==> src/rtl/apb_reg_slave_pkg.sv <==
// Shared types and constants for the APB register slave: bus widths, phase
// and decode enums, STATUS field layout and small helpers.
package apb_reg_slave_pkg;

    localparam int APB_ADDR_WIDTH = 8;
    localparam int APB_DATA_WIDTH = 32;

    typedef enum logic [1:0] {IDLE, SETUP, ACCESS} apb_phase_e;

    typedef enum logic [1:0] {DEC_RW, DEC_STATUS, DEC_UNMAPPED} dec_e;

    localparam int         STATUS_CNT_W     = 8;
    localparam int         STATUS_ERR_LSB   = 0;
    localparam int         STATUS_UNMAP_LSB = 8;
    localparam logic [7:0] CNT_MAX          = 8'hFF;

    // Word-aligned addresses only; the slot right after the RW bank is STATUS.
    function automatic dec_e decode_addr(input logic [APB_ADDR_WIDTH-1:0] addr,
                                         input int num_regs);
        dec_e result;
        int   idx;
        idx = int'(addr[APB_ADDR_WIDTH-1:2]);
        if (addr[1:0] != 2'b00)
            result = DEC_UNMAPPED;
        else if (idx < num_regs)
            result = DEC_RW;
        else if (idx == num_regs)
            result = DEC_STATUS;
        else
            result = DEC_UNMAPPED;
        return result;
    endfunction

    function automatic logic [STATUS_CNT_W-1:0] sat_inc(input logic [STATUS_CNT_W-1:0] v);
        return (v == CNT_MAX) ? v : v + 8'd1;
    endfunction

endpackage

==> src/rtl/apb_prot_fsm.sv <==
// APB phase tracker: captures the setup request and flags setup, completion
// and protocol violations for the edge at which the inputs are sampled.
//
// state  | meaning
// IDLE   | last edge saw no valid phase (or a violation)
// SETUP  | last edge sampled a setup phase; request captured
// ACCESS | last edge completed a transfer
module apb_prot_fsm
    import apb_reg_slave_pkg::*;
(
    input  logic                      clk,
    input  logic                      rst,
    input  logic                      sel,
    input  logic                      enable,
    input  logic                      write,
    input  logic [APB_ADDR_WIDTH-1:0] addr,
    input  logic [APB_DATA_WIDTH-1:0] wdata,
    output logic                      setup_ev,
    output logic                      complete_ev,
    output logic                      viol_ev,
    output logic [APB_ADDR_WIDTH-1:0] cap_addr,
    output logic                      cap_write,
    output logic [APB_DATA_WIDTH-1:0] cap_wdata
);

    apb_phase_e state;
    logic       req_stable;

    assign req_stable = (addr == cap_addr) && (write == cap_write) && (wdata == cap_wdata);

    // Events describe what the upcoming edge does, so the datapath acts on that same edge.
    always_comb begin
        setup_ev    = 1'b0;
        complete_ev = 1'b0;
        viol_ev     = 1'b0;
        if (state == SETUP) begin
            if (sel && enable && req_stable)
                complete_ev = 1'b1;
            else
                viol_ev = 1'b1;
        end else if (sel) begin
            if (enable)
                viol_ev = 1'b1;
            else
                setup_ev = 1'b1;
        end
    end

    always_ff @(posedge clk or posedge rst) begin
        if (rst) begin
            state     <= IDLE;
            cap_addr  <= '0;
            cap_write <= 1'b0;
            cap_wdata <= '0;
        end else if (setup_ev) begin
            state     <= SETUP;
            cap_addr  <= addr;
            cap_write <= write;
            cap_wdata <= wdata;
        end else if (complete_ev) begin
            state <= ACCESS;
        end else begin
            state <= IDLE;
        end
    end

endmodule

==> src/rtl/apb_reg_slave.sv <==
// Zero-wait-state APB completer: RW register bank, read-only STATUS counters
// and protocol-violation reporting on top of the phase tracker.
module apb_reg_slave
    import apb_reg_slave_pkg::*;
#(
    parameter int                        NUM_REGS = 8,
    parameter logic [APB_DATA_WIDTH-1:0] RST_VAL  = '0
) (
    input  logic                               PClk,
    input  logic                               Rst,
    input  logic [APB_ADDR_WIDTH-1:0]          PAddr,
    input  logic                               PSel,
    input  logic                               PEnable,
    input  logic                               PWrite,
    input  logic [APB_DATA_WIDTH-1:0]          PWData,
    output logic [APB_DATA_WIDTH-1:0]          PRData,
    output logic [NUM_REGS*APB_DATA_WIDTH-1:0] reg_q,
    output logic [NUM_REGS-1:0]                wr_pulse,
    output logic                               proto_err
);

    localparam int W     = APB_DATA_WIDTH;
    localparam int IDX_W = APB_ADDR_WIDTH - 2;

    logic                      setup_ev, complete_ev, viol_ev;
    logic [APB_ADDR_WIDTH-1:0] cap_addr;
    logic                      cap_write;
    logic [W-1:0]              cap_wdata;

    logic [W-1:0]              regs [NUM_REGS];
    logic [STATUS_CNT_W-1:0]   err_cnt, unmap_cnt;
    logic [W-1:0]              status_word, rd_data;
    dec_e                      rd_dec, cmp_dec;
    logic [IDX_W-1:0]          rd_idx, cap_idx;

    apb_prot_fsm u_fsm (
        .clk         (PClk),
        .rst         (Rst),
        .sel         (PSel),
        .enable      (PEnable),
        .write       (PWrite),
        .addr        (PAddr),
        .wdata       (PWData),
        .setup_ev    (setup_ev),
        .complete_ev (complete_ev),
        .viol_ev     (viol_ev),
        .cap_addr    (cap_addr),
        .cap_write   (cap_write),
        .cap_wdata   (cap_wdata)
    );

    assign rd_dec  = decode_addr(PAddr, NUM_REGS);
    assign cmp_dec = decode_addr(cap_addr, NUM_REGS);
    assign rd_idx  = PAddr[APB_ADDR_WIDTH-1:2];
    assign cap_idx = cap_addr[APB_ADDR_WIDTH-1:2];

    always_comb begin
        status_word = '0;
        status_word[STATUS_ERR_LSB +: STATUS_CNT_W]   = err_cnt;
        status_word[STATUS_UNMAP_LSB +: STATUS_CNT_W] = unmap_cnt;
    end

    always_comb begin
        rd_data = '0;
        case (rd_dec)
            DEC_RW: begin
                for (int i = 0; i < NUM_REGS; i++)
                    if (rd_idx == IDX_W'(i))
                        rd_data = regs[i];
            end
            DEC_STATUS: rd_data = status_word;
            default:    rd_data = '0;
        endcase
    end

    always_ff @(posedge PClk or posedge Rst) begin
        if (Rst) begin
            for (int i = 0; i < NUM_REGS; i++)
                regs[i] <= RST_VAL;
            wr_pulse <= '0;
        end else begin
            wr_pulse <= '0;
            if (complete_ev && cap_write && cmp_dec == DEC_RW) begin
                for (int i = 0; i < NUM_REGS; i++) begin
                    if (cap_idx == IDX_W'(i)) begin
                        regs[i]     <= cap_wdata;
                        wr_pulse[i] <= 1'b1;
                    end
                end
            end
        end
    end

    // Violations and completions never coincide, so the clear cannot race an increment.
    always_ff @(posedge PClk or posedge Rst) begin
        if (Rst) begin
            err_cnt   <= '0;
            unmap_cnt <= '0;
        end else if (viol_ev) begin
            err_cnt <= sat_inc(err_cnt);
        end else if (complete_ev) begin
            if (cap_write && cmp_dec == DEC_STATUS) begin
                err_cnt   <= '0;
                unmap_cnt <= '0;
            end else if (cmp_dec == DEC_UNMAPPED) begin
                unmap_cnt <= sat_inc(unmap_cnt);
            end
        end
    end

    always_ff @(posedge PClk or posedge Rst) begin
        if (Rst) begin
            PRData    <= '0;
            proto_err <= 1'b0;
        end else begin
            proto_err <= viol_ev;
            if (setup_ev && !PWrite)
                PRData <= rd_data;
        end
    end

    for (genvar g = 0; g < NUM_REGS; g++) begin : g_reg_q
        assign reg_q[g*W +: W] = regs[g];
    end

endmodule

==> config.mk <==
export PLATFORM = sky130hd
export DESIGN_NAME = apb_reg_slave
export DESIGN_NICKNAME = d
export VERILOG_FILES = /design/src/rtl/apb_reg_slave_pkg.sv /design/src/rtl/apb_prot_fsm.sv /design/src/rtl/apb_reg_slave.sv
export SDC_FILE = /design/constraint.sdc
export NUM_CORES = 1
export LEC_CHECK = 0
export CAP_MARGIN = 20
export CORE_UTILIZATION = 45
export DETAILED_ROUTE_END_ITERATION = 8
export PLACE_DENSITY_LB_ADDON = 0.25
export SYNTH_ARGS = -nofsm -noshare
export SYNTH_HDL_FRONTEND = slang
export SYNTH_HIERARCHICAL = 1
export SYNTH_SLANG_ARGS = --single-unit
==> constraint.sdc <==
create_clock -name PClk -period 13.5 [get_ports PClk]
set_input_delay 2.7 -clock PClk [delete_from_list [all_inputs] [get_ports PClk]]
set_output_delay 2.7 -clock PClk [all_outputs]
set_load 0.05 [all_outputs]
## Word-level counts from Yosys, hierarchy flattened

Index checks and enable logic that the tools add are counted.

- Bits in registers: 356
- Output and inout bits: 297
- Logic and storage cells: 119

- $add $sub $neg: 2
- Order comparisons: 2
- Equal/unequal tests: 27
- Multiplexer cells: 42
- Bitwise logic cells: 1
- Reduce and logical (&&, ||, !) cells: 28

Operators with widths:

| operator | count |
|---|---|
| 32-bit two-way mux | 8 |
| 8-bit two-way mux | 8 |
| 32-bit one-hot mux with 2 select lines | 1 |
| 6-bit by 3-bit == test with 1-bit output (second input constant) | 8 |
| 32-bit == test | 1 |
| 6-bit by 2-bit == test with 1-bit output (second input constant) | 4 |
| 1-bit two-way mux | 17 |
| 8-bit by 1-bit adder with 8-bit output (second input constant) | 2 |
| 8-bit == test (second input constant) | 2 |
| 2-bit two-way mux | 8 |
| 2-bit AND reduction | 8 |
| 6-bit by 1-bit == test with 1-bit output (second input constant) | 2 |
| 6-bit by 5-bit == test with 1-bit output (second input constant) | 2 |
| 6-bit zero test | 2 |
| 6-bit by 4-bit less-than comparator with 1-bit output (second input constant) | 2 |
| 2-bit nonzero test | 5 |
| 8-bit == test | 1 |
| 1-bit logical AND | 8 |
| 2-bit by 1-bit == test with 1-bit output (second input constant) | 3 |
| 2-bit zero test | 2 |
| 2-bit != test (second input constant) | 2 |
| 4-bit AND reduction | 1 |
| 3-bit AND reduction | 1 |
| 2-bit == test (second input constant) | 1 |
| 3 further kinds | 3 |

## Depth between registers and ports, before layout

- Depth after elaboration: 10
- Depth in mapped cells: 10

## Hierarchy

The synthesis kept the hierarchy.

Modules (own cells, without submodules):

| module | times used | cells an instance | area each (um^2) |
|---|---|---|---|
| apb_reg_slave | 1 | 1131 | 14564.0 |
| apb_prot_fsm | 1 | 153 | 2064.5 |

## Least setup slack after synthesis

No wires, ideal clock.

- Kind: in2reg
- Start: input port PWData[27]
- End: register regs, in the netlist reg_q[10]
- Setup time: 125 ps
- Arrival: 5506 ps
- Required time: 13375 ps
- Path slack: 7869 ps
- Cell stages on the path: 10
- Path through: xor2_1 a2111o_1 or4_4 nor4_4 nor4b_2 nand3_2 or4_1 buf_2 buf_6 mux2_4

- Cells in the longest elaborated chain, start to end: 8

RTL lines:

| what | RTL line | text |
|---|---|---|
| from (decl) | apb_reg_slave.sv:15 | `input logic [APB_DATA_WIDTH-1:0] PWData,` |
| 32-bit == test | apb_prot_fsm.sv:29 | `assign req_stable = (addr == cap_addr) && (write == cap_write) && (wdata == cap_wdata);` |
| 1-bit logical AND | apb_prot_fsm.sv:29 |  |
| 1-bit logical AND | apb_prot_fsm.sv:37 | `if (sel && enable && req_stable)` |
| 1-bit two-way mux | apb_prot_fsm.sv:37 |  |
| 1-bit two-way mux | apb_prot_fsm.sv:36 | `if (state == SETUP) begin` |
| via complete_ev | apb_reg_slave.sv:25 | `logic setup_ev, complete_ev, viol_ev;` |
| 1-bit logical AND (2 in a row) | apb_reg_slave.sv:83 | `if (complete_ev && cap_write && cmp_dec == DEC_RW) begin` |
| 2-bit AND reduction (no source line) | - |  |
| to (signal, indexed assignment) | apb_reg_slave.sv:86 | `regs[i] <= cap_wdata;` |
| to (decl) | apb_reg_slave.sv:30 | `logic [W-1:0] regs [NUM_REGS];` |

The timed path passes the listed nets, and every way through them passes these cells.
A chain may end at the register's enable or synchronous reset.

## Worst setup path in the final report

- Start: input port PWData[27]
- End: register regs, in the netlist reg_q[77]

The elaborated chain is that of the path after synthesis.

==> results.json <==
{
  "mostFrequentLayoutCell": "dfrtp_1",
  "cts_buffer_depth": 3,
  "clock_latency_ps": 540,
  "rows": 70,
  "placed_cell_area_mm2": 0.02050,
  "global_route.usage.total_pct": 29.66,
  "die_x_um": 194.2,
  "cts_hold_buf": 0,
  "core_region_area_mm2": 0.03652,
  "seq_area_frac_synth_pct": 53.57,
  "finalSetupViolations": 0,
  "required_ps": 13910,
  "synthFlopType": "dfrtp_1",
  "gr-total-overflow": 0,
  "cts-htree-levels": 2,
  "io_pins": 342,
  "skew_ps": 24.47,
  "ys_ff_latch": 356,
  "vias": 12740,
  "cts_resized": 0,
  "vdd_drop_max_mv": 0.08365,
  "fmaxAchievable_ghz": 0.1481,
  "fin_setup_tns_ps": 0,
  "drt_first_iter_violations": 911,
  "drv_slew": 0,
  "status": "finished, final reports clean",
  "grt_pass1_wl_mm": 84.39,
  "path_clk_slew_ps": 60,
  "syn-cell-area_mm2": 0.01663,
  "die_y_um": 194.2,
  "hold_path.class": "flip-flop to flip-flop",
  "placed_cells": 2033,
  "synthArstFlopShare_pct": 100.0,
  "netlist_instances": 1284,
  "final_util_pct": 60.07,
  "grt_max_degree": 103,
  "totalWireLength_mm": 55.51,
  "place.gp.congestion": 0.8980,
  "pre_cts_slack_ps": 6181,
  "synth.distinct_cells": 60,
  "rsz0062_at_grt": "false",
  "startpoint_type": "input port",
  "grt_pass1_vias": 13080,
  "cts_tree": "built",
  "avgSynthCellArea_um2": 12.95,
  "syn_nets": 1331,
  "drive_gt1_share_pct": 26.47,
  "yosysWarnings": 6,
  "finalCritPeriodShare_pct": 50.03,
  "finalWorstSetupSlack_ps": 6746,
  "antenna_found_initial": 10,
  "drc": 0,
  "cts-root-buf": "clkbuf_16",
  "initial_utilization_pct": 45.53,
  "post-route-min-period_ps": 6754,
  "final_cell_mix": "dfrtp_1, clkdlybuf4s50_1, mux2_2, o21ai_0, nand2_1",
  "worstMarginPinSlew_ps": 1161,
  "leakagePower_nw": 9.616,
  "max_cap_viol_count": 0,
  "postCtsSetupBuffers": 0,
  "synth_edf_count": 0,
  "timing.slew.headroom_pct": 22.02,
  "design_area_mm2": 0.02194,
  "p_per_area_mw_per_mm2": 114.9,
  "setup.worst_path.class": "input port to flip-flop",
  "io_buffers": 341,
  "cp_max_fo": 17,
  "dieArea_mm2": 0.03773,
  "worstPathArrival_ps": 7160,
  "wire_per_inst_um": 26.27,
  "place_hpwl_mm": 37.66,
  "cts.sinks": 356,
  "postRouteAntennaNets": 0,
  "synth_top_area_share_pct": 53.57,
  "layout.cells.non_filler": 2113,
  "cts_made_buffers": 40,
  "syn2layout_area_growth_pct": 31.94,
  "dr.pass1.iters": 5,
  "cp-end-kind": "flip-flop",
  "ys_top_cells_by_area": "dfrtp_1, mux2_2, mux2_4, mux4_2, xor2_1",
  "final_nets": 1655,
  "avgViaCountPerCell": 6.027,
  "hold_violations": 0,
  "yosysTopAreaCell": "dfrtp_1"
}
## state kept, by name, summed over array words and instances (netlist names)
register and cells:
PRData 32, u_fsm/cap_wdata 32, wr_pulse 8, proto_err 1
reg_q 256, u_fsm/cap_addr 8, err_cnt 8, u_fsm/state 2
unmap_cnt 8, u_fsm/cap_write 1
## path summary, 6_finish.rpt
check                               startpoint                  to  slack [ps]  cells after the start
max                                 PWData[27]           reg_q[77]        6750                     10
max reg2reg                u_fsm/cap_wdata[14]           reg_q[77]        8830                      9
min reg2reg                         PRData[29]          PRData[29]         510                      2
min in group asynchronous                  Rst  u_fsm/cap_wdata[5]        2540                      2
min                                 PRData[29]          PRData[29]         510                      2
max in group asynchronous                  Rst          reg_q[142]        8330                      4
## routing by layer
layer  GRT usage, %  routed length (um)
met1          38.37               22220
met4          14.79                2456
met5              0                   0
met2          46.26               25920
met3          7.706                4917
## power by group
| part | leakage [nW] | total (mW) | switching (mW) | internal, mW |
|---|---|---|---|---|
| Sequential | 4.87 | 1.18 | 0.0851 | 1.10 |
| Combinational | 4.06 | 0.183 | 0.112 | 0.0713 |
| Clock | 0.684 | 1.16 | 0.442 | 0.714 |
| Total | 9.62 | 2.52 | 0.639 | 1.88 |
## worst max-delay path: stages
cell	delay (ps)
clkdlybuf4s50_1	500
xor2_1	200
a2111o_1	400
or4_4	530
nor4_4	380
nor4b_2	330
nand4_1	420
nor3_4	880
buf_4	430
mux2_2	370
## kinds of logic (layout without fill, tap and decap cells)
family          count (synthesis)  count (layout)  synth area share [%]
compound gates                247             247                 10.58
xor+xnor                       40              40                 2.107
fa+ha+maj                       2               2                0.1505
buf+inv                       121             473                 3.145
flops                         356             356                 53.57
mux                           330             330                 23.95
other cells                     0               9                     0
simple gates                  188             188                 6.494
## layout make-up
type                            instances  area [um^2]
Inverter                               37        146.4
Sequential cell                       356         8909
Clock buffer                           61         1212
Antenna cell                            9        22.52
Timing Repair Buffer                  366         3606
Clock inverter                          9        185.2
Fill cell                            2867        14580
Multi-Input combinational cell        807         7273
Tap cell                              468        585.6
## per-stage QoR
step / total power [mW] / hold WS [ps]
finish: 2.522 / 508.1
global route: 2.596 / 544.3
CTS: 2.532 / 510.7
detailed placement: 1.380 / 497.3
global placement: 1.373 / 484.8
floorplan: 1.279 / 485.8
## cells in the mapped netlist, drive strengths merged (20+ instances only)
cell type,instances
inv,37
buf,45
o211ai,22
o21ai,56
clkbuf,39
nand2,44
nor3,25
dfrtp,356
a22oi,20
mux2,296
xor2,31
a21oi,31
Power figures use the tool's default switching activity.
